<file path="src/rtl/rc4_pkg.sv">
// rtl/rc4_pkg.sv - shared types, constants and key-byte helper for the RC4 datapath
package rc4_pkg;

    localparam int SBOX_SIZE   = 256;
    // Widest key the key-byte helper can index; real keys are zero-extended into it.
    localparam int MAX_KEY_LEN = 32;

    typedef logic [7:0] byte_t;

    typedef enum logic [3:0] {
        ST_IDLE,
        ST_RD_I,
        ST_WAIT_I,
        ST_CAP_I,
        ST_RD_J,
        ST_WAIT_J,
        ST_CAP_J,
        ST_SWAP,
        ST_WAIT_SWAP,
        ST_NEXT,
        ST_DONE
    } ksa_state_t;

    // Byte k of a key held MSB-byte-first in the low key_len bytes of key.
    // A shift rather than a variable part-select keeps the index arithmetic simple.
    function automatic byte_t key_byte(input logic [8*MAX_KEY_LEN-1:0] key,
                                       input int unsigned              key_len,
                                       input int unsigned              k);
        logic [8*MAX_KEY_LEN-1:0] shifted;
        shifted = key >> (8 * (key_len - 1 - k));
        return shifted[7:0];
    endfunction

endpackage

</file>
<file path="src/rtl/ksa_fetch_if.sv">
// rtl/ksa_fetch_if.sv - S-RAM read port and swap-writer handshake of the KSA fetch block
interface ksa_fetch_if;
    import rc4_pkg::*;

    byte_t mem_address;
    byte_t mem_q;
    logic  mem_owner;
    logic  start_swapping;
    logic  finish_swapping;
    byte_t i_out;
    byte_t j_out;
    byte_t data_i;
    byte_t data_j;

    // master: the fetch block; slave: the RAM plus swap writer side
    modport master (
        output mem_address, mem_owner, start_swapping,
        output i_out, j_out, data_i, data_j,
        input  mem_q, finish_swapping
    );

    modport slave (
        input  mem_address, mem_owner, start_swapping,
        input  i_out, j_out, data_i, data_j,
        output mem_q, finish_swapping
    );

endinterface

</file>
<file path="src/rtl/ksa_key_sel.sv">
// rtl/ksa_key_sel.sv - combinational key-byte select driven by the key-index counter
module ksa_key_sel
    import rc4_pkg::*;
#(
    parameter int KEY_LEN = 3,
    parameter int KIDX_W  = (KEY_LEN > 1) ? $clog2(KEY_LEN) : 1
) (
    input  logic [8*KEY_LEN-1:0] secret_key,
    input  logic [KIDX_W-1:0]    key_idx,
    output byte_t                key_byte_o
);

    logic [8*MAX_KEY_LEN-1:0] key_ext;

    // Zero-extend the key into the helper's fixed-width view and pick byte key_idx.
    always_comb begin
        key_ext                = '0;
        key_ext[8*KEY_LEN-1:0] = secret_key;
        key_byte_o             = key_byte(key_ext, KEY_LEN, 32'(key_idx));
    end

endmodule

</file>
<file path="src/rtl/ksa_fetch.sv">
// rtl/ksa_fetch.sv - RC4 key-scheduling read initiator: fetches s[i], s[j] and hands them to the swap writer
module ksa_fetch
    import rc4_pkg::*;
#(
    parameter int KEY_LEN = 3,
    parameter int RD_LAT  = 1
) (
    input  logic                 CLOCK_50,
    input  logic                 reset,
    input  logic                 start,
    input  logic [8*KEY_LEN-1:0] secret_key,
    ksa_fetch_if.master          bus,
    output logic                 busy,
    output logic                 done
);

    localparam int                KIDX_W    = (KEY_LEN > 1) ? $clog2(KEY_LEN) : 1;
    localparam byte_t             LAST_IDX  = byte_t'(SBOX_SIZE - 1);
    localparam logic [1:0]        WAIT_LAST = 2'(RD_LAT - 1);
    localparam logic [KIDX_W-1:0] KIDX_LAST = KIDX_W'(KEY_LEN - 1);

    ksa_state_t        state_q, state_d;
    byte_t             i_q, i_d;
    byte_t             j_q, j_d;
    byte_t             data_i_q, data_i_d;
    byte_t             data_j_q, data_j_d;
    byte_t             addr_q, addr_d;
    logic [KIDX_W-1:0] kidx_q, kidx_d;
    logic [1:0]        wait_q, wait_d;
    logic              owner_q, owner_d;
    logic              swap_req_q, swap_req_d;
    logic              busy_q, busy_d;
    logic              done_q, done_d;
    byte_t             key_b;

    // kidx tracks i mod KEY_LEN so the key byte needs no divider
    ksa_key_sel #(
        .KEY_LEN (KEY_LEN),
        .KIDX_W  (KIDX_W)
    ) u_key_sel (
        .secret_key (secret_key),
        .key_idx    (kidx_q),
        .key_byte_o (key_b)
    );

    // Next-state and datapath updates for one i-step; outputs are derived from the next state
    always_comb begin
        state_d  = state_q;
        i_d      = i_q;
        j_d      = j_q;
        data_i_d = data_i_q;
        data_j_d = data_j_q;
        addr_d   = addr_q;
        kidx_d   = kidx_q;
        wait_d   = wait_q;
        owner_d  = owner_q;

        unique case (state_q)
            ST_IDLE: begin
                if (start) begin
                    i_d     = '0;
                    j_d     = '0;
                    kidx_d  = '0;
                    state_d = ST_RD_I;
                end
            end
            ST_RD_I: begin
                addr_d  = i_q;
                wait_d  = '0;
                state_d = ST_WAIT_I;
            end
            ST_WAIT_I: begin
                if (wait_q == WAIT_LAST) begin
                    state_d = ST_CAP_I;
                end else begin
                    wait_d = wait_q + 2'd1;
                end
            end
            ST_CAP_I: begin
                data_i_d = bus.mem_q;
                j_d      = j_q + bus.mem_q + key_b;
                state_d  = ST_RD_J;
            end
            ST_RD_J: begin
                addr_d  = j_q;
                wait_d  = '0;
                state_d = ST_WAIT_J;
            end
            ST_WAIT_J: begin
                if (wait_q == WAIT_LAST) begin
                    state_d = ST_CAP_J;
                end else begin
                    wait_d = wait_q + 2'd1;
                end
            end
            ST_CAP_J: begin
                data_j_d = bus.mem_q;
                state_d  = ST_SWAP;
            end
            ST_SWAP: begin
                // The swap writer takes the RAM port until it reports completion
                owner_d = 1'b0;
                state_d = ST_WAIT_SWAP;
            end
            ST_WAIT_SWAP: begin
                if (bus.finish_swapping) begin
                    owner_d = 1'b1;
                    state_d = ST_NEXT;
                end
            end
            ST_NEXT: begin
                if (i_q == LAST_IDX) begin
                    state_d = ST_DONE;
                end else begin
                    i_d     = i_q + 8'd1;
                    kidx_d  = (kidx_q == KIDX_LAST) ? '0 : kidx_q + KIDX_W'(1);
                    state_d = ST_RD_I;
                end
            end
            ST_DONE: begin
                state_d = ST_IDLE;
            end
            default: begin
                state_d = ST_IDLE;
            end
        endcase

        swap_req_d = (state_d == ST_SWAP);
        busy_d     = (state_d != ST_IDLE) && (state_d != ST_DONE);
        done_d     = (state_d == ST_DONE);
    end

    // State and registered outputs; reset abandons any outstanding swap
    always_ff @(posedge CLOCK_50) begin
        if (reset) begin
            state_q    <= ST_IDLE;
            i_q        <= '0;
            j_q        <= '0;
            data_i_q   <= '0;
            data_j_q   <= '0;
            addr_q     <= '0;
            kidx_q     <= '0;
            wait_q     <= '0;
            owner_q    <= 1'b1;
            swap_req_q <= 1'b0;
            busy_q     <= 1'b0;
            done_q     <= 1'b0;
        end else begin
            state_q    <= state_d;
            i_q        <= i_d;
            j_q        <= j_d;
            data_i_q   <= data_i_d;
            data_j_q   <= data_j_d;
            addr_q     <= addr_d;
            kidx_q     <= kidx_d;
            wait_q     <= wait_d;
            owner_q    <= owner_d;
            swap_req_q <= swap_req_d;
            busy_q     <= busy_d;
            done_q     <= done_d;
        end
    end

    assign bus.mem_address    = addr_q;
    assign bus.mem_owner      = owner_q;
    assign bus.start_swapping = swap_req_q;
    assign bus.i_out          = i_q;
    assign bus.j_out          = j_q;
    assign bus.data_i         = data_i_q;
    assign bus.data_j         = data_j_q;
    assign busy               = busy_q;
    assign done               = done_q;

endmodule

</file>
<file path="src/flat_wrapper.sv">
// flat-port wrapper written by rule: the top's interface ports become plain ports
module ksa_fetch_flat import rc4_pkg::*;
#(
    parameter int KEY_LEN = 3,
    parameter int RD_LAT  = 1
)
  (CLOCK_50, reset, start, secret_key, busy, done, bus_mem_address, bus_mem_owner, bus_start_swapping, bus_i_out, bus_j_out, bus_data_i, bus_data_j, bus_mem_q, bus_finish_swapping);
  ksa_fetch_if bus_i ();
  input  logic CLOCK_50;
  input  logic reset;
  input  logic start;
  input  logic [8*KEY_LEN-1:0] secret_key;
  output logic busy;
  output logic done;
  output wire logic [$bits(bus_i.mem_address)-1:0] bus_mem_address;
  output wire logic [$bits(bus_i.mem_owner)-1:0] bus_mem_owner;
  output wire logic [$bits(bus_i.start_swapping)-1:0] bus_start_swapping;
  output wire logic [$bits(bus_i.i_out)-1:0] bus_i_out;
  output wire logic [$bits(bus_i.j_out)-1:0] bus_j_out;
  output wire logic [$bits(bus_i.data_i)-1:0] bus_data_i;
  output wire logic [$bits(bus_i.data_j)-1:0] bus_data_j;
  input wire logic [$bits(bus_i.mem_q)-1:0] bus_mem_q;
  input wire logic [$bits(bus_i.finish_swapping)-1:0] bus_finish_swapping;
  assign bus_mem_address = bus_i.mem_address;
  assign bus_mem_owner = bus_i.mem_owner;
  assign bus_start_swapping = bus_i.start_swapping;
  assign bus_i_out = bus_i.i_out;
  assign bus_j_out = bus_i.j_out;
  assign bus_data_i = bus_i.data_i;
  assign bus_data_j = bus_i.data_j;
  assign bus_i.mem_q = bus_mem_q;
  assign bus_i.finish_swapping = bus_finish_swapping;
  ksa_fetch #(.KEY_LEN(KEY_LEN), .RD_LAT(RD_LAT)) u_core (.CLOCK_50(CLOCK_50), .reset(reset), .start(start), .secret_key(secret_key), .bus(bus_i), .busy(busy), .done(done));
endmodule
</file>
<file path="config.mk">
export PLATFORM = sky130hd
export DESIGN_NAME = ksa_fetch_flat
export DESIGN_NICKNAME = d
export VERILOG_FILES = /design/src/rtl/rc4_pkg.sv /design/src/rtl/ksa_fetch_if.sv /design/src/rtl/ksa_key_sel.sv /design/src/rtl/ksa_fetch.sv /design/src/flat_wrapper.sv
export SDC_FILE = /design/constraint.sdc
export NUM_CORES = 1
export LEC_CHECK = 0
export CAP_MARGIN = 20
export CORE_MARGIN = 1
export CORE_UTILIZATION = 48
export CTS_BUF_LIST = sky130_fd_sc_hd__clkbuf_4 sky130_fd_sc_hd__clkbuf_8
export CTS_CLUSTER_SIZE = 16
export DETAILED_ROUTE_END_ITERATION = 16
export GPL_TIMING_DRIVEN = 0
export PLACE_DENSITY = 0.89
export SLEW_MARGIN = 20
export SYNTH_ARGS = -nofsm -noshare
export SYNTH_HDL_FRONTEND = slang
export SYNTH_HIERARCHICAL = 1
export SYNTH_SLANG_ARGS = --single-unit
</file>
<file path="constraint.sdc">
create_clock -name CLOCK_50 -period 5.4 [get_ports CLOCK_50]
set_clock_uncertainty 0.15 [all_clocks]
set_input_delay 1.08 -clock CLOCK_50 [delete_from_list [all_inputs] [get_ports CLOCK_50]]
set_output_delay 1.08 -clock CLOCK_50 [all_outputs]
set_load 0.02 [all_outputs]
</file>
==> results of run 1 <==
==> registers in the layout, summed over array words and instances, names as in the netlist <==
register and cells:
u_core/kidx_q 2, u_core/state_q 4, u_core/bus.mem_owner 1, u_core/bus.start_swapping 1, u_core/bus.mem_address 8, u_core/bus.i_out 8
u_core/busy 1, u_core/done 1, u_core/bus.data_i 8, u_core/bus.j_out 8, u_core/wait_q 2, u_core/bus.data_j 8
==> stage by stage <==
stage          hold slack [ps]  setup WS [ps]  instances  cell area, µm²  power [mW]
2_1_floorplan              313           2100        337            3000       0.550
3_3_place_gp               302           1520        490            3870       0.632
3_5_place_dp               303           1380        490            3870       0.638
4_1_cts                    320           1690        498            3970       0.865
5_1_grt                    330           1580        498            3970       0.908
6_report                   321           1610        498            3970       0.865
==> routing by layer <==
layer | global-route usage | vias to the layer above | wire [µm]
met5 | 0 | - | 0
met4 | 0.107 | 0 | 229
met3 | 0.0472 | 27 | 530
met1 | 0.337 | 1389 | 3520
met2 | 0.476 | 143 | 4330
li1 | - | 1385 | -
==> power by group through the flow <==
| stage | registers, mW | clock network [mW] | logic [mW] |
|---|---|---|---|
| final | 0.411 | 0.230 | 0.223 |
| after global routing | 0.413 | 0.252 | 0.243 |
| after CTS | 0.411 | 0.234 | 0.220 |
| after detailed placement | 0.420 | 0 | 0.218 |
| after global placement | 0.419 | 0 | 0.213 |
| after floorplan | 0.432 | 0 | 0.118 |
==> synth_stat cells, drive strengths merged (2+ instances only) <==
cell     instances  area share
a21boi           7       0.018
a21o             4       0.010
and3             3      0.0063
or4              2      0.0050
xor2             3      0.0088
nor4             2      0.0083
inv              9       0.011
and4bb           2      0.0096
nand3           20       0.033
o21a             7       0.018
nor2b            5       0.010
a311oi           5       0.015
ha               9       0.038
a31oi            3      0.0063
buf             12       0.029
o21ai            3      0.0063
a21oi           25       0.042
a211oi          11       0.029
o2111ai          4       0.012
nor3             6       0.013
dfxtp           52        0.35
o31ai            2      0.0050
nor3b            4       0.012
xnor2            3      0.0088
fa               8       0.053
o211ai           5       0.013
nand3b           2      0.0050
clkbuf          10       0.013
nand2           36       0.046
nand4            2      0.0063
or3              2      0.0042
mux2i           21       0.070
nand2b           5       0.010
nor2            29       0.036
a2111o           3       0.011
==> worst max-delay path, cell delays in order <==
cell	delay [ps]
sky130_fd_sc_hd__clkdlybuf4s50_1	390
sky130_fd_sc_hd__mux2i_1	220
sky130_fd_sc_hd__a211oi_1	140
sky130_fd_sc_hd__fa_1	510
sky130_fd_sc_hd__ha_1	190
sky130_fd_sc_hd__inv_1	70
sky130_fd_sc_hd__fa_1	400
sky130_fd_sc_hd__nor2b_1	250
sky130_fd_sc_hd__o31ai_1	140
sky130_fd_sc_hd__a2111o_1	380
sky130_fd_sc_hd__o211ai_1	100
==> cells by family after synthesis <==
kind of cell | Yosys count | synth area share
AND/OR/NAND/NOR | 127 | 0.227
XOR/XNOR | 6 | 0.0175
flip-flops | 52 | 0.347
AO/OA/AOI/OAI | 82 | 0.193
buffers and inverters | 32 | 0.0547
multiplexers | 21 | 0.0701
adder cells (fa/ha/maj) | 17 | 0.0910
==> cell usage in the layout, fill, tap and decap left out, types with 3 or more instances in the layout <==
cell type                         instances
sky130_fd_sc_hd__nor2b_1                  5
sky130_fd_sc_hd__buf_4                    3
sky130_fd_sc_hd__clkbuf_8                 5
sky130_fd_sc_hd__nand3_1                 20
sky130_fd_sc_hd__a21oi_1                 25
sky130_fd_sc_hd__and3_1                   3
sky130_fd_sc_hd__nor3_1                   4
sky130_fd_sc_hd__inv_1                    9
sky130_fd_sc_hd__a21boi_0                 7
sky130_fd_sc_hd__fa_1                     8
sky130_fd_sc_hd__a211oi_1                10
sky130_fd_sc_hd__mux2i_1                 21
sky130_fd_sc_hd__nand2b_1                 5
sky130_fd_sc_hd__buf_2                    5
sky130_fd_sc_hd__a2111o_1                 3
sky130_fd_sc_hd__dfxtp_1                 52
sky130_fd_sc_hd__ha_1                     9
sky130_fd_sc_hd__o2111ai_1                4
sky130_fd_sc_hd__a311oi_1                 5
sky130_fd_sc_hd__nand2_1                 35
sky130_fd_sc_hd__o21a_1                   7
sky130_fd_sc_hd__clkdlybuf4s50_1         78
sky130_fd_sc_hd__o211ai_1                 5
sky130_fd_sc_hd__clkbuf_1                 8
sky130_fd_sc_hd__a21o_1                   4
sky130_fd_sc_hd__nor2_1                  29
sky130_fd_sc_hd__xnor2_1                  3
sky130_fd_sc_hd__a31oi_1                  3
sky130_fd_sc_hd__xor2_1                   3
sky130_fd_sc_hd__nor3b_1                  3
==> cell type report <==
class,instances,area (µm²)
multi-input combinational,253,1790
buffer,22,126
sequential,52,1040
fill,506,1990
timing repair buffer,78,781
clock buffer,6,76.3
inverter,10,37.5
clock inverter,2,16.3
tap,75,93.8
==> worst max-delay path by stage <==
stage          cells after the start           start                  end  slack [ps]
2_1_floorplan                     10   secret_key[9]  u_core/bus.j_out[7]        2100
6_report                          11   secret_key[1]  u_core/bus.j_out[7]        1610
3_3_place_gp                      11   secret_key[1]  u_core/bus.j_out[7]        1520
4_1_cts                           11  secret_key[17]  u_core/bus.j_out[7]        1690
5_1_grt                           11   secret_key[9]  u_core/bus.j_out[7]        1580
3_5_place_dp                       9  secret_key[10]  u_core/bus.j_out[6]        1380
==> results by stage, run 1 <==
Logic synthesis:
- For this run, the number of Yosys warnings is 6.
- The register bit total from synthesis is 52.
- Of the synthesized area, sequential elements account for 0.347.
- The net count after synthesis is 390.
- Among all flip-flop cells after synthesis, the most frequent one is sky130_fd_sc_hd__dfxtp_1.
- The number of enable flip-flop cells after synthesis is 0.
- The number of different library cells used by synthesis comes to 59.
- The post-synthesis instance area is 3000 µm².
- The average instance in the mapped netlist occupies 8.90 µm².
- After synthesis, the share of flip-flops with an asynchronous set or reset is 0.
- Synthesis produced a netlist whose cell count is 337.

Placement:
- Input and output buffers added on the ports amount to 78.
- The global placement routability congestion is 0.895.
- Detailed placement ended at an HPWL of 6.60 mm.

Routing:
- The number of violations reported at the end of detailed-routing iteration 0 is 220.
- The total wire length is 8.61 mm.
- The count of vias placed by the detailed router is 2944.
- Once detail routing completed, the nets flagged for antenna violations numbered 0.
- The detailed-route DRC error count is 0.
- The count of TritonRoute iterations in the first routing pass is 5.
- After detailed routing, the average wire length per cell comes to 17.3 µm.
- Using the TritonRoute via totals, the vias-per-cell ratio works out to 5.91.

Clock network:
- The clock reaches the later pin of the worst-skew pair after 300 ps.
- The clock passes through at most 2 buffers.
- The number of buffers inserted by hold repair at cts is 0.
- The H-tree depth reported by CTS is 2.
- The root buffer cell chosen for the clock tree is sky130_fd_sc_hd__clkbuf_8.
- Clock tree synthesis found a total of 52 sinks.
- The buffers inserted during post-CTS setup optimization is 0.
- The total CTS buffers is 5.
- The CTS clock-pin slew for the worst setup and hold paths is 100 ps.
- Once the clock tree was built, the resizer swapped 0 gates to a different size.
- TritonCTS built the clock tree.

Pwr:
- In this run the power density over the cells is 218 nW/µm².
- The clock network fraction of total power is 0.266.
- The part of the total power dissipated in combinational logic is 0.258.
- The share of total power dissipated in sequential elements is 0.476.
- Internal power comes to 0.597 mW.
- The switching part of the total is 0.310.
- The maximum ir drop on the vdd rail is 0.000175 V.
- The net switching power is 0.268 mW.
- The leakage dissipation is 1.38 nW.

Critical path:
- The number of cells on the worst reg-to-reg path is 13.
- The slack of the worst reg-to-reg path is 1810 ps.
- The worst register-to-register path ends at u_core/bus.j_out[7].
- The data required time of the worst path is 5480 ps.
- Along the worst path, the maximum fanout reaches 3.
- The type of origin of the critical path is an input pin.
- The kind of end point of the critical path is a flip-flop.
- The startpoint identified for the worst register-to-register timing path is u_core/kidx_q[0].
- The critical path class is in -> reg.
- For the worst setup path, the data arrival time is 3870 ps.

Run status:
- The flow ran to the end, and the final reports show no timing, DRC or antenna violations.

Run:
- The tool flagged a number of max-cap violations equal to 0.

Floorplanning:
- The initial standard-cell utilization of the core is 0.503.
- The die covers 6570 µm².
- The I/O pin count is 80.
- The area of the placeable core is 5960 µm².
- The overall die width is 81.0 µm.
- The vertical extent of the die is 81.0 µm.
- The site row count is 28.

Hold path:
- The hold-critical path depth is 2.
- The startpoint identified for the worst hold timing path is u_core/bus.data_i[7].
- The path class of the lowest-slack min-delay path is reg -> reg.
- The capture endpoint of the worst hold path is u_core/bus.data_i[7].

Layout:
- The repair_antennas step left the layout with diodes totalling 0.
- For this run, the post-layout net count is 475.
- The layout overhead on the synthesized area is 32.3%.
- Measured on the finished design, the core utilization comes to 0.666.
- Of the cells placed in the final design, the portion with a size suffix greater than 1 is 0.0757.

GRT:
- The first global-routing pass estimated 13.7 mm of wire.
- Global routing finished with a remaining overflow of 0.
- The overall track demand over capacity in global routing is 0.275.
- The number of antenna violations at the first check in global routing is 0.
- The via count of the first global-routing pass is 2854.
- Entering global routing, the biggest net connects 17 pins.

Timing:
- The maximum frequency from static timing analysis is 264 MHz.
- Dividing the final minimum period by the clock period gives 0.701.
- The total negative slack for setup checks is 0 ps.
- Setup repair after global routing left no endpoint under its margin.
- The count of endpoints failing hold in the final timing report is 0.
- The time the final worst path needs with I/O delays and setup is 3790 ps.
- In this run the tightest slew margin relative to its limit is 0.587.
- The transition time of the tightest slew-check pin is 619 ps.
- The max-slew violation count came to 0.
- Setup violations remaining at the end of the flow were counted as 0.
(Power assumes the default switching activity.)
==> run 2, diff against run 1 <==
--- a/config.mk
+++ b/config.mk
@@ -7,12 +7,12 @@
 export LEC_CHECK = 0
 export CAP_MARGIN = 20
 export CORE_MARGIN = 1
-export CORE_UTILIZATION = 48
+export CORE_UTILIZATION = 45
 export CTS_BUF_LIST = sky130_fd_sc_hd__clkbuf_4 sky130_fd_sc_hd__clkbuf_8
 export CTS_CLUSTER_SIZE = 16
 export DETAILED_ROUTE_END_ITERATION = 16
 export GPL_TIMING_DRIVEN = 0
-export PLACE_DENSITY = 0.89
+export PLACE_DENSITY = 0.88
 export SLEW_MARGIN = 20
 export SYNTH_ARGS = -nofsm -noshare
 export SYNTH_HDL_FRONTEND = slang
==> constraint.sdc (replaced) <==
create_clock -name CLOCK_50 -period 3.3 [get_ports CLOCK_50]
set_clock_uncertainty 0.15 [all_clocks]
set_input_delay 0.66 -clock CLOCK_50 [delete_from_list [all_inputs] [get_ports CLOCK_50]]
set_output_delay 0.66 -clock CLOCK_50 [all_outputs]
set_load 0.02 [all_outputs]
==> run 2 against run 1 <==
Effect of this change:
- register-to-register slack got worse by 1700 ps
- sequential cell count is the same
- clock power increased by 100%
- setup slack worse by 1500 ps
- cell area is 4.1% higher
- sequential power is 64% higher
- final cell count is 1.6% higher
- global-route usage shrank 3.6 points
- worst hold slack got worse by 5.9 ps
- largest power group unchanged
- count of clock-buffer cells in the layout stayed put
- wire length down 1.3%
- non-clock buffer count is 6 higher
==> results by stage, run 2 (synthesis results as in run 1) <==
Clock network:
- The TritonCTS clock tree is done (unchanged).
- The later-pin clock latency in the skew report is 320 ps (was 300 ps).
- The H-tree depth reported by CTS is 2 (unchanged).
- The root buffer cell is sky130_fd_sc_hd__clkbuf_8 (unchanged).
- The largest buffer count on any clock path is 2 (unchanged).
- The total CTS buffers was 5 (unchanged).
- The number of sinks handled by clock tree synthesis is 52 (unchanged).
- The CTS clock-pin slew for the worst setup and hold paths is 100 ps (about the same).

Timing:
- The worst hold margin is 315 ps (was 321 ps).
- The count of endpoints failing hold in the final timing report is 0 (unchanged).
- The max-slew violation count is 0 (unchanged).
- For this run, the top clock speed supported by timing is 310 MHz.
- The transition time of the tightest slew-check pin was 612 ps (was 619 ps).
- The worst slew slack as a fraction of its limit was 0.592 (was 0.587).
- The time the final worst path needs with I/O delays and setup is 3230 ps.
- The post-route fraction of the period consumed by the critical path is 0.978.
- The setup violation total in the final timing report is 0 (unchanged).

Layout:
- The multi-input combinational cell area is 1870 µm² (was 1790 µm²).
- The most frequent standard cell in the layout excluding fill and tap cells was sky130_fd_sc_hd__clkdlybuf4s50_1 (unchanged).
- The layout overhead on the synthesized area is 37.7% (was 32.3%).
- The number of nets at the end of the flow is 481 (was 475).
- The register area is 1050 µm² (was 1040 µm²).
- The number of antenna repair diodes was 0 (unchanged).
- The fraction of final layout cells with drive strength greater than 1 is 0.121 (was 0.0757).
- The final standard cell utilization of the core is 0.646 (was 0.666).
- Most used cells in the layout excluding fill and tap cells: sky130_fd_sc_hd__clkdlybuf4s50_1 (78), sky130_fd_sc_hd__dfxtp_1 (50), sky130_fd_sc_hd__nand2_1 (35) (was sky130_fd_sc_hd__clkdlybuf4s50_1 (78), sky130_fd_sc_hd__dfxtp_1 (52), sky130_fd_sc_hd__nand2_1 (35)).
- The filler cell count is 502 (was 506).

Routing:
- The number of vias per cell is 5.86 (was 5.91).
- The count of vias placed by the detailed router is 2965 (was 2944).
- The antenna violation net count after detailed routing is 0 (unchanged).
- The detailed-route DRC error count came to 0 (unchanged).
- The number of violations reported at the end of detailed-routing iteration 0 is 181 (was 220).
- The total wire length was 8.49 mm (was 8.61 mm).
- The count of TritonRoute iterations in the first routing pass was 5 (unchanged).
- The routed length per instance is 16.8 µm (was 17.3 µm).

Critical path:
- The critical path class is reg -> reg (was in -> reg).
- The type of origin of the critical path was a flip-flop (was input pin).
- The maximum fanout encountered on the critical timing path is 10 (was 3).
- The kind of end point of the critical path is a flip-flop (unchanged).
- The data arrival time of the critical path is 3310 ps (was 3870 ps).
- The data required time of the worst path was 3380 ps (was 5480 ps).

Placement:
- The global placement routability congestion came to 0.919 (was 0.895).
- The detailed placement HPWL is 6.24 mm (was 6.60 mm).
- The quantity of I/O buffers inserted on ports came to 78 (unchanged).

GRT:
- The number of antenna violations at the first check in global routing is 0 (unchanged).
- The overall track demand over capacity in global routing is 0.239 (was 0.275).
- The via count of the first global-routing pass is 2855 (was 2854).
- The wire length of the first global-routing pass is 13.5 mm (was 13.7 mm).
- The global-route congestion overflow total came to 0 (unchanged).
- The maximum number of pins on one net before global-route repair is 17 (unchanged).

Floorplanning:
- The area of the placeable core is 6390 µm² (was 5960 µm²).
- The initial standard-cell utilization of the core is 0.469 (was 0.503).
- The I/O pin count came to 80 (unchanged).
- The vertical extent of the die is 83.6 µm (was 81.0 µm).
- The overall die width is 83.6 µm (was 81.0 µm).
- The site row count is 29 (was 28).
- The overall die area is 6990 µm² (was 6570 µm²).

Hold path:
- The path class of the lowest-slack min-delay path is reg -> reg (unchanged).

Pwr:
- The maximum ir drop on the vdd rail is 0.000285 V (was 0.000175 V).
- The power per cell area was 366 nW/µm² (was 218 nW/µm²).
- The leakage dissipation came to 1.44 nW (was 1.38 nW).

Run status:
- Result of the run: complete, no violations (unchanged).

Run:
- The number of max-cap violations is 0 (unchanged).
[run 2: changes by cell type in the layout (fill, tap and decap cells not counted), sizes merged]
cell,before,now
buf,12,18
bufinv,0,1
clkinvlp,1,0
[run 2: power by group]
part | switching [mW] | internal [mW] | total, mW
clock | 0.214 | 0.248 | 0.462
combinational | 0.202 | 0.176 | 0.378
sequential | 0.0207 | 0.651 | 0.672
[run 2: critical path, stage by stage, from the launching register on]
cell and delay (ps):
sky130_fd_sc_hd__dfxtp_4 380, sky130_fd_sc_hd__ha_4 260, sky130_fd_sc_hd__buf_6 140, sky130_fd_sc_hd__buf_12 140, sky130_fd_sc_hd__a21boi_0 100, sky130_fd_sc_hd__a211oi_1 380
sky130_fd_sc_hd__fa_1 260, sky130_fd_sc_hd__ha_2 190, sky130_fd_sc_hd__inv_2 50, sky130_fd_sc_hd__fa_2 390, sky130_fd_sc_hd__nor2b_4 140, sky130_fd_sc_hd__o31ai_2 90
sky130_fd_sc_hd__a2111o_1 370, sky130_fd_sc_hd__o211ai_1 100
[run 2: per-stage QoR]
stage / worst slack (ps) / cell area, µm² / TNS, ps / power [mW] / std cells
after detailed placement: -260 / 3870 / -581 / 1.04 / 492
after global placement: -152 / 3870 / -419 / 1.03 / 492
after floorplan: 197 / 3000 / 0 / 0.900 / 337
after CTS: -0.878 / 4020 / -0.878 / 1.51 / 502
final: 73.1 / 4130 / 0 / 1.51 / 506
after global routing: -61.9 / 4130 / -148 / 1.58 / 506
[run 2: metal layers]
layer | vias up | track usage | share of wire
met5 | - | 0 | 0
met4 | 0 | 0.0786 | 0.024
met3 | 21 | 0.0633 | 0.085
met2 | 150 | 0.406 | 0.49
met1 | 1397 | 0.294 | 0.40
li1 | 1397 | - | -
[run 2: path summary, 6_finish.rpt]
path	slack, ps	cells after the start	end	from
max	70	13	u_core/bus.j_out[7]	u_core/kidx_q[0]
max reg2reg	70	13	u_core/bus.j_out[7]	u_core/kidx_q[0]
min reg2reg	320	2	u_core/bus.data_i[5]	u_core/bus.data_i[5]
min	320	2	u_core/bus.data_i[5]	u_core/bus.data_i[5]
[run 2: layout make-up]
| type | count | share of cell area |
|---|---|---|
| repair buffers | 84 | 0.200 |
| inverters | 10 | 0.00909 |
| flip-flops and latches | 52 | 0.253 |
| well taps | 77 | 0.0233 |
| multi-input cells | 253 | 0.454 |
| clock inverters | 2 | 0.00940 |
| plain buffers | 22 | 0.0306 |
| clock buffers | 6 | 0.0200 |
[run 2: what timing repair did]
item | CTS | global route
gates cloned | 0 | 0
gates resized for setup | 5 | 16
pin swaps | 0 | 10
setup buffers | 2 | 4
hold buffers | 0 | 0
setup endpoints to repair | 2 | 5
